## config.mk

```make
export PLATFORM = sky130hd
export DESIGN_NAME = tc0110pr_bus_master
export DESIGN_NICKNAME = d
export VERILOG_FILES = /design/src/rtl/tc0110pr_bus_master.sv
export SDC_FILE = /design/constraint.sdc
export NUM_CORES = 1
export LEC_CHECK = 0
export BUFFER_PORTS_ARGS = -buffer_cell sky130_fd_sc_hd__buf_2
export CAP_MARGIN = 20
export CORE_MARGIN = 5
export CORE_UTILIZATION = 43
export CTS_CLUSTER_DIAMETER = 30
export DETAILED_ROUTE_END_ITERATION = 7
export GPL_ROUTABILITY_DRIVEN = 0
export GPL_TIMING_DRIVEN = 0
export PLACE_DENSITY_LB_ADDON = 0.08
export SYNTH_ARGS = -nofsm -noshare
export SYNTH_HDL_FRONTEND = slang
export SYNTH_SLANG_ARGS = --single-unit
```

## constraint.sdc

```tcl
create_clock -name clk -period 2.4 [get_ports clk]
set_input_delay 0.24 -clock clk [delete_from_list [all_inputs] [get_ports clk]]
set_output_delay 0.24 -clock clk [all_outputs]
set_load 0.005 [all_outputs]
```

## src/rtl/tc0110pr_bus_master.sv

```systemverilog
// tc0110pr_bus_master
// Block-transfer initiator for the TC0110PR palette chip CPU port.
// It uploads a run of colour words from a write stream, or dumps a run to a
// read stream. Each word costs two bus accesses: an address write (VA=0)
// followed by a data access (VA=1). A final VA=2 write hands the chip back to
// video mode. Every access goes through ASSERT -> WAIT -> RECOVER so that the
// chip always sees a clean SCEn falling edge.

module tc0110pr_bus_master #(
    parameter int TIMEOUT = 64
) (
    input  logic        clk,
    input  logic        reset_n,
    input  logic        start,
    input  logic        dir_rd,
    input  logic [12:0] base_addr,
    input  logic [13:0] len,
    input  logic [15:0] wdata,
    input  logic        wvalid,
    output logic        wready,
    output logic [15:0] rdata,
    output logic        rvalid,
    output logic        busy,
    output logic        done,
    output logic        error,
    output logic        pr_sce_n,
    output logic [1:0]  pr_va,
    output logic        pr_rw_n,
    output logic        pr_uds_n,
    output logic        pr_lds_n,
    output logic [15:0] pr_dout,
    input  logic [15:0] pr_din,
    input  logic        pr_dack_n
);

    localparam int CNT_W = $clog2(TIMEOUT + 1);

    // Transfer-level sequencing: which kind of access is current or next.
    typedef enum logic [2:0] {
        SEQ_IDLE,
        SEQ_ADDR,
        SEQ_DATA,
        SEQ_RELEASE,
        SEQ_FINISH
    } seq_e;

    // Per-access bus phase. BUS_IDLE means no access is in flight (either
    // about to launch or stalled waiting for upload data).
    typedef enum logic [1:0] {
        BUS_IDLE,
        BUS_ASSERT,
        BUS_WAIT,
        BUS_RECOVER
    } bus_e;

    seq_e              seq_q, seq_d;
    bus_e              bus_q, bus_d;
    logic              dir_q, dir_d;
    logic [12:0]       addr_q, addr_d;
    logic [13:0]       remain_q, remain_d;
    logic [CNT_W-1:0]  wait_cnt_q, wait_cnt_d;

    logic              sce_n_q, sce_n_d;
    logic [1:0]        va_q, va_d;
    logic              rw_n_q, rw_n_d;
    logic              uds_n_q, uds_n_d;
    logic              lds_n_q, lds_n_d;
    logic [15:0]       dout_q, dout_d;
    logic              wready_q, wready_d;
    logic              rvalid_q, rvalid_d;
    logic [15:0]       rdata_q, rdata_d;
    logic              busy_q, busy_d;
    logic              done_q, done_d;
    logic              error_q, error_d;

    logic              launch_req;
    logic              upload_stall;

    // Next-state logic: sequencer and bus phase together, with the launch of
    // the following access folded into the same cycle as RECOVER's exit so
    // back-to-back accesses have no idle gap.
    always_comb begin
        seq_d      = seq_q;
        bus_d      = bus_q;
        dir_d      = dir_q;
        addr_d     = addr_q;
        remain_d   = remain_q;
        wait_cnt_d = wait_cnt_q;
        sce_n_d    = sce_n_q;
        va_d       = va_q;
        rw_n_d     = rw_n_q;
        uds_n_d    = uds_n_q;
        lds_n_d    = lds_n_q;
        dout_d     = dout_q;
        wready_d   = 1'b0;
        rvalid_d   = 1'b0;
        rdata_d    = rdata_q;
        busy_d     = busy_q;
        done_d     = 1'b0;
        error_d    = error_q;
        launch_req = 1'b0;

        case (seq_q)
            SEQ_IDLE: begin
                if (start) begin
                    dir_d    = dir_rd;
                    addr_d   = base_addr;
                    remain_d = len;
                    error_d  = 1'b0;
                    bus_d    = BUS_IDLE;
                    seq_d    = (len == 14'd0) ? SEQ_RELEASE : SEQ_ADDR;
                end
            end

            SEQ_FINISH: begin
                busy_d = 1'b0;
                seq_d  = SEQ_IDLE;
            end

            default: begin
                case (bus_q)
                    BUS_IDLE: begin
                        launch_req = 1'b1;
                    end

                    BUS_ASSERT: begin
                        bus_d      = BUS_WAIT;
                        wait_cnt_d = '0;
                    end

                    BUS_WAIT: begin
                        if (!pr_dack_n) begin
                            sce_n_d = 1'b1;
                            bus_d   = BUS_RECOVER;
                            if (seq_q == SEQ_DATA && dir_q) begin
                                rdata_d  = pr_din;
                                rvalid_d = 1'b1;
                            end
                        end else if (wait_cnt_q == CNT_W'(TIMEOUT - 1)) begin
                            sce_n_d = 1'b1;
                            bus_d   = BUS_RECOVER;
                            error_d = 1'b1;
                        end else begin
                            wait_cnt_d = wait_cnt_q + CNT_W'(1);
                        end
                    end

                    BUS_RECOVER: begin
                        bus_d = BUS_IDLE;
                        if (error_q || seq_q == SEQ_RELEASE) begin
                            done_d = 1'b1;
                            seq_d  = SEQ_FINISH;
                        end else if (seq_q == SEQ_ADDR) begin
                            seq_d      = SEQ_DATA;
                            launch_req = 1'b1;
                        end else begin
                            addr_d     = addr_q + 13'd1;
                            remain_d   = remain_q - 14'd1;
                            seq_d      = (remain_q == 14'd1) ? SEQ_RELEASE : SEQ_ADDR;
                            launch_req = 1'b1;
                        end
                    end

                    default: begin
                        bus_d = BUS_IDLE;
                    end
                endcase
            end
        endcase

        upload_stall = (seq_d == SEQ_DATA) && !dir_q && !wvalid;

        if (launch_req && !upload_stall) begin
            bus_d   = BUS_ASSERT;
            sce_n_d = 1'b0;
            busy_d  = 1'b1;
            uds_n_d = 1'b0;
            lds_n_d = 1'b0;
            case (seq_d)
                SEQ_ADDR: begin
                    va_d   = 2'd0;
                    rw_n_d = 1'b0;
                    dout_d = {3'b000, addr_d};
                end
                SEQ_DATA: begin
                    va_d     = 2'd1;
                    rw_n_d   = dir_q;
                    dout_d   = dir_q ? 16'h0000 : wdata;
                    wready_d = !dir_q;
                end
                default: begin
                    va_d   = 2'd2;
                    rw_n_d = 1'b0;
                    dout_d = 16'h0000;
                end
            endcase
        end
    end

    // State and output registers with synchronous active-low reset; a reset
    // mid-transfer simply abandons the transfer without a release access.
    always_ff @(posedge clk) begin
        if (!reset_n) begin
            seq_q      <= SEQ_IDLE;
            bus_q      <= BUS_IDLE;
            dir_q      <= 1'b0;
            addr_q     <= 13'd0;
            remain_q   <= 14'd0;
            wait_cnt_q <= '0;
            sce_n_q    <= 1'b1;
            va_q       <= 2'd0;
            rw_n_q     <= 1'b1;
            uds_n_q    <= 1'b1;
            lds_n_q    <= 1'b1;
            dout_q     <= 16'h0000;
            wready_q   <= 1'b0;
            rvalid_q   <= 1'b0;
            rdata_q    <= 16'h0000;
            busy_q     <= 1'b0;
            done_q     <= 1'b0;
            error_q    <= 1'b0;
        end else begin
            seq_q      <= seq_d;
            bus_q      <= bus_d;
            dir_q      <= dir_d;
            addr_q     <= addr_d;
            remain_q   <= remain_d;
            wait_cnt_q <= wait_cnt_d;
            sce_n_q    <= sce_n_d;
            va_q       <= va_d;
            rw_n_q     <= rw_n_d;
            uds_n_q    <= uds_n_d;
            lds_n_q    <= lds_n_d;
            dout_q     <= dout_d;
            wready_q   <= wready_d;
            rvalid_q   <= rvalid_d;
            rdata_q    <= rdata_d;
            busy_q     <= busy_d;
            done_q     <= done_d;
            error_q    <= error_d;
        end
    end

    assign pr_sce_n = sce_n_q;
    assign pr_va    = va_q;
    assign pr_rw_n  = rw_n_q;
    assign pr_uds_n = uds_n_q;
    assign pr_lds_n = lds_n_q;
    assign pr_dout  = dout_q;
    assign wready   = wready_q;
    assign rvalid   = rvalid_q;
    assign rdata    = rdata_q;
    assign busy     = busy_q;
    assign done     = done_q;
    assign error    = error_q;

endmodule

```

==> results.ini, run 1 <==
[worst_setup_path]
reg2reg_slack_ns=0.14
cp-endpoint=pr_dout[7]
r2r_cells=7
cp-startpoint=remain_q[8]
worstSetupPathType=reg -> reg
reg2reg_to=pr_dout[7]
required_ns=2.65
cp-end-kind=register
crit_fanout=10
r2r-start=remain_q[8]
start_kind=register
arrival_ns=2.51

[synth]
yosysUniqueCellTypes=67
synthSimpleGateAreaFrac_pct=27.31
yosysWarnings=0
synth_top_family_by_area=simple AND/OR/NAND/NOR gates
synth_mux_area_share_pct=0.6109
synth.ff_latch_count=82
synth_cells=513
syn_area_um2=4096
synth.avg_cell_area_um2=7.985
synthesis.nets=587
synth-xor-area-share_pct=1.069
synth-async-reset-ratio_pct=0
synthFlopType=dfxtp_1
ys_seq_area_share_pct=40.07
synth_compound_area_share_pct=22.60
synth_edf_count=0
synth_fa_ha_area_share_pct=2.749

[cells_and_area]
layout-drive-gt1-share_pct=27.27
fillCellCount=942
antennaDiodeCount=0
multi_input_area_um2=2317
nets=707
register_area_um2=1647
areaGrowthSynthToFinish_pct=24.28

[global_routing]
grt_max_degree=16
grt_pass1_vias=3929
grt_antenna_before_repair=0
overflow=0
grt_pass1_wl_um=19340
grt_use_total_pct=20.93

[flow_run]
max_cap_viol_count=0

[die]
num_rows=35
die_w_um=107.6
core_area_um2=9284
die-area_um2=11580
start_util_pct=44.12
boundaryPins=108
die_h_um=107.6

[drt]
wire_per_inst_um=15.81
viasPerCell=5.458
drt_iter0_markers=277
firstDrtPassIters=5
num_vias=4186
ant_nets=0
drc=0
routed_wirelength_um=12130

[timing]
rsz0062_at_grt=no
maxClockFrequency_mhz=443.2
setup_ws_ns=0.1435
drv_slew=0
timing.final.crit_share_pct=94.02
worstMarginPinSlew_ns=0.6482
setup_viol=0
fin_crit_ns=2.257
slew_headroom_pct=56.79
fin_skew_ns=0.01224
final-hold-violation-count=0

[cts]
htreeDepth=3
clk_path_buf_depth=2
clk_pin_slew_worst_paths_ns=0.09
cts_sinks=82
cts-buffers-inserted=9
clk-insertion-delay-late_ns=0.36
clk_root_buffer_cell=clkbuf_8
cts_hold_buf=0
cts_tree=done

[worst_hold_path]
hold_path_class=in -> reg

[placed_design]
hpwlAfterDp_um=9065
dp_slack_ns=-0.07627
portBuffers=107

[outcome]
outcome=finished clean

[power_and_ir_drop]
power_leakage_nw=2.128
power_mw=3.657
peakVddDrop_v=0.0003783
pwr_density_cell_nw_per_um2=718.3

-- area by class of cell --
type / instances / area share (%)
plain buffers: 36 / 3.932
inverters: 10 / 0.7373
flip-flops and latches: 82 / 32.34
clock buffers: 10 / 2.507
repair buffers: 109 / 10.81
multi-input cells: 385 / 45.51
clock inverters: 6 / 0.9830
well taps: 129 / 3.170
-- power breakdown --
| group | leakage (nW) | switching (mW) | total, mW | internal (mW) |
|---|---|---|---|---|
| Clock | 0.0839 | 0.546 | 0.935 | 0.389 |
| Sequential | 0.671 | 0.109 | 1.61 | 1.51 |
| Combinational | 1.37 | 0.641 | 1.11 | 0.466 |
-- logic make-up (layout without fill, tap and decap cells) --
kind of cell,Yosys count,in the layout
DFF,82,82
adders and majority gates,9,9
AOI/OAI and AO/OA,144,144
xor gates and xnor gates,5,5
buffers and inverters,46,171
muxes,2,2
and+or+nand+nor,225,225
-- worst min path at each step --
stage,from,endpoint,slack (ns),cells after the start
after floorplan,dir_rd,dir_q,0.38,2
after global placement,rdata[2],rdata[2],0.44,2
after detailed placement,rdata[0],rdata[0],0.44,2
after CTS,pr_din[1],rdata[1],0.10,3
after global routing,pr_din[1],rdata[1],0.11,3
final,pr_din[0],rdata[0],0.11,3
-- worst max-delay path: stages (launching register included) --
cell and delay, ns:
dfxtp_1 0.36, or3_1 0.46, nor4_2 0.33, a31oi_2 0.23, o21a_1 0.24, clkbuf_4 0.21, a221oi_2 0.26, nor2_1 0.08
-- routing by layer --
| layer | up-vias | GRT usage, % | wire (um) |
|---|---|---|---|
| met5 | - | 0 | 0 |
| met4 | 0 | 6.673 | 204 |
| met3 | 17 | 4.379 | 929 |
| met2 | 152 | 35.35 | 5786 |
| met1 | 1947 | 26.62 | 5208 |
| li1 | 2070 | - | - |
-- cells in the final DEF, fill, tap and decap left out, types with 6 or more instances in the layout --
master    instances
a22oi_1           8
nor2_1           56
nand2_1          75
ha_1              8
a211oi_1          7
and2_1            9
nor3_1           11
buf_2           112
clkbuf_8          9
nand3_1           8
nor4_1            7
o21ai_0          30
dfxtp_1          80
or3_1             6
buf_4             6
inv_1            10
clkbuf_1         20
a21oi_1          51
nand2b_1         13
a221oi_2          7
-- flip-flops by register name (all words and copies together), names as in the netlist, 2 cells and up --
name and flops:
seq_q 3, pr_va 2, remain_q 14, rdata 16
pr_dout 16, addr_q 13, bus_q 2, wait_cnt_q 7
-- per-stage QoR --
stage	util [%]	instances	area, um^2	hold slack [ns]	TNS, ns
3_5_place_dp	51.63	749	4793	0.4398	-0.4764
4_1_cts	54.00	767	5014	0.1030	0
5_1_grt	54.84	767	5091	0.1139	0
2_1_floorplan	-	513	4096	0.3760	0
3_3_place_gp	51.63	749	4793	0.4358	-0.1304
6_report	54.84	767	5091	0.1122	0
-- synth_stat cells, drive strengths merged, types with 9 or more instances --
cell type / instances / share of area [%]
a21oi: 51 / 6.2
a22oi: 9 / 1.6
and2: 9 / 1.4
buf: 15 / 2.7
clkbuf: 21 / 2.0
dfxtp: 82 / 40
ha: 9 / 2.7
inv: 10 / 0.92
nand2: 75 / 6.9
nand2b: 13 / 2.0
nor2: 58 / 5.4
nor3: 15 / 2.1
o21ai: 33 / 4.1
-- repair_timing --
action,4_1_cts,5_1_grt
cloned,0,0
resized for setup,6,17
buffers inserted,2,0
endpoints found under the setup margin,16,28
endpoints found under the hold margin,0,0
pin swaps,1,1
(Power assumes the default switching activity.)
==> inputs of run 2 (changes only) <==
--- a/config.mk
+++ b/config.mk
@@ -5,7 +5,7 @@
 export SDC_FILE = /design/constraint.sdc
 export NUM_CORES = 1
 export LEC_CHECK = 0
-export BUFFER_PORTS_ARGS = -buffer_cell sky130_fd_sc_hd__buf_2
+export BUFFER_PORTS_ARGS = -buffer_cell sky130_fd_sc_hd__buf_4
 export CAP_MARGIN = 20
 export CORE_MARGIN = 5
 export CORE_UTILIZATION = 43
==> run 2 against run 1 <==
Power grew 1.5%. Critical path depth increased by 2. Clock skew grew 0.0039 ns. Sequential power about the same. Sequential share of layout area is 1.4 points lower. Final cell count down 0.13%. Largest power group unchanged. Worst setup slack worse by 0.028 ns. Clock power hardly changed.
==> results.ini, run 2 (synthesized netlist as in run 1, its figures left out) <==
[global_routing]
grt_use_total_pct=20.75
grt_antenna_before_repair=0
grt_pass1_wl_um=19290
grt_pass1_vias=3952
overflow=0
grt_max_degree=16

[cells_and_area]
layout.cells.non_filler=766
fillCellCount=906
nets=706
final_common_cell=buf_4
layout-drive-gt1-share_pct=26.84
postLayoutCellArea_um2=5329
antennaDiodeCount=0
areaGrowthSynthToFinish_pct=30.09
fin_util_pct=57.40
layout_common_cells=113 x buf_4, 80 x dfxtp_1, 75 x nand2_1

[timing]
timing.final.crit_share_pct=95.18
worstMarginPinSlew_ns=0.6161
finalHoldWorstSlack_ns=0.1247
drv_slew=0
setup_viol=0
slew_headroom_pct=58.92
maxClockFrequency_mhz=437.8
fin_crit_ns=2.284
final.setup.tns_ns=0
final-hold-violation-count=0
setup_ws_ns=0.1158
fin_skew_ns=0.01615

[drt]
routed_wirelength_um=12280
num_vias=4179
viasPerCell=5.456
dr_wl_met2_um=5906
wl_met1_um=5220
firstDrtPassIters=5
ant_nets=0
drt_iter0_markers=260
wire_per_inst_um=16.03
drc=0
dr.max_layer_used=met4
wl_met3_um=892

[power_and_ir_drop]
power.net_switching_mw=1.291
seq_power_share_pct=43.6
p_comb_share_pct=31.2
p_int_mw=2.420
power_mw=3.711
power_leakage_nw=2.172
pwr-share-clk_pct=25.2
pwr_density_cell_nw_per_um2=696.3
peakVddDrop_v=0.0003191
switching_share_pct=34.79

[placed_design]
placed_area_um2=5061
portBuffers=107
dp_slack_ns=-0.07671
place_inst=749
hpwlAfterDp_um=9123

[worst_setup_path]
r2r-start=bus_q[1]
cp-startpoint=bus_q[1]
arrival_ns=2.53
required_ns=2.65
reg2reg_to=pr_dout[3]
cp-endpoint=pr_dout[3]
worstSetupPathType=reg -> reg
reg2reg_slack_ns=0.12
start_kind=register
r2r_cells=9
crit_fanout=10
cp-end-kind=register

[cts]
htreeDepth=3
clk_path_buf_depth=2
clk_root_buffer_cell=clkbuf_8
clk_pin_slew_worst_paths_ns=0.09
cts_tree=done
cts_sinks=82
cts-buffers-inserted=9
clk-insertion-delay-late_ns=0.37

[die]
num_rows=35
boundaryPins=108
die_w_um=107.6
die_h_um=107.6
die-area_um2=11580
start_util_pct=44.12
core_area_um2=9284

[worst_hold_path]
hold_path_class=in -> reg
worstHoldPathCells=3

[outcome]
outcome=finished clean

[flow_run]
max_cap_viol_count=0

## run 2: how the worst min path moves through the flow
stage	from	endpoint	slack [ns]
global route	pr_din[7]	rdata[7]	0.12
finish	pr_din[0]	rdata[0]	0.12
floorplan	dir_rd	dir_q	0.38
detailed placement	rdata[11]	rdata[11]	0.44
CTS	pr_din[0]	rdata[0]	0.11
global placement	rdata[2]	rdata[2]	0.44
## run 2: final cells by class
class	instances	area [um^2]	share of cell area, %
flip-flops and latches	82	1647	30.90
clock inverters	6	51.30	0.9627
plain buffers	36	195.2	3.663
well taps	129	161.4	3.029
repair buffers	108	810.8	15.21
inverters	10	37.54	0.7044
multi-input cells	385	2298	43.13
clock buffers	10	127.6	2.395
## run 2: power by group through the flow
| stage | Sequential, mW | Combinational (mW) | Clock (mW) |
|---|---|---|---|
| global placement | 1.64 | 1.11 | 0 |
| detailed placement | 1.64 | 1.12 | 0 |
| global route | 1.64 | 1.28 | 1.01 |
| floorplan | 1.62 | 0.708 | 0 |
| CTS | 1.61 | 1.13 | 0.954 |
| finish | 1.62 | 1.16 | 0.934 |
## run 2: worst max-delay path: stages, from the launching register on
cell and delay (ns):
dfxtp_2 0.38, ha_2 0.22, buf_4 0.17, or3b_1 0.37, a22oi_2 0.15, a31oi_2 0.10, o21a_1 0.23, buf_2 0.20
a221oi_1 0.27, nor2_1 0.08
## run 2: timing repair
item                       in CTS  in global routing
hold buffers                    0                  0
setup endpoints to repair      17                 36
pin swaps                       1                  0
buffers inserted                1                  0
resized for setup               3                 16
## run 2: layer usage
layer / GRT usage [%] / vias to the layer above
li1: - / 2079
met1: 26.21 / 1937
met2: 34.90 / 142
met3: 4.439 / 21
met4: 7.124 / 0
met5: 0 / -
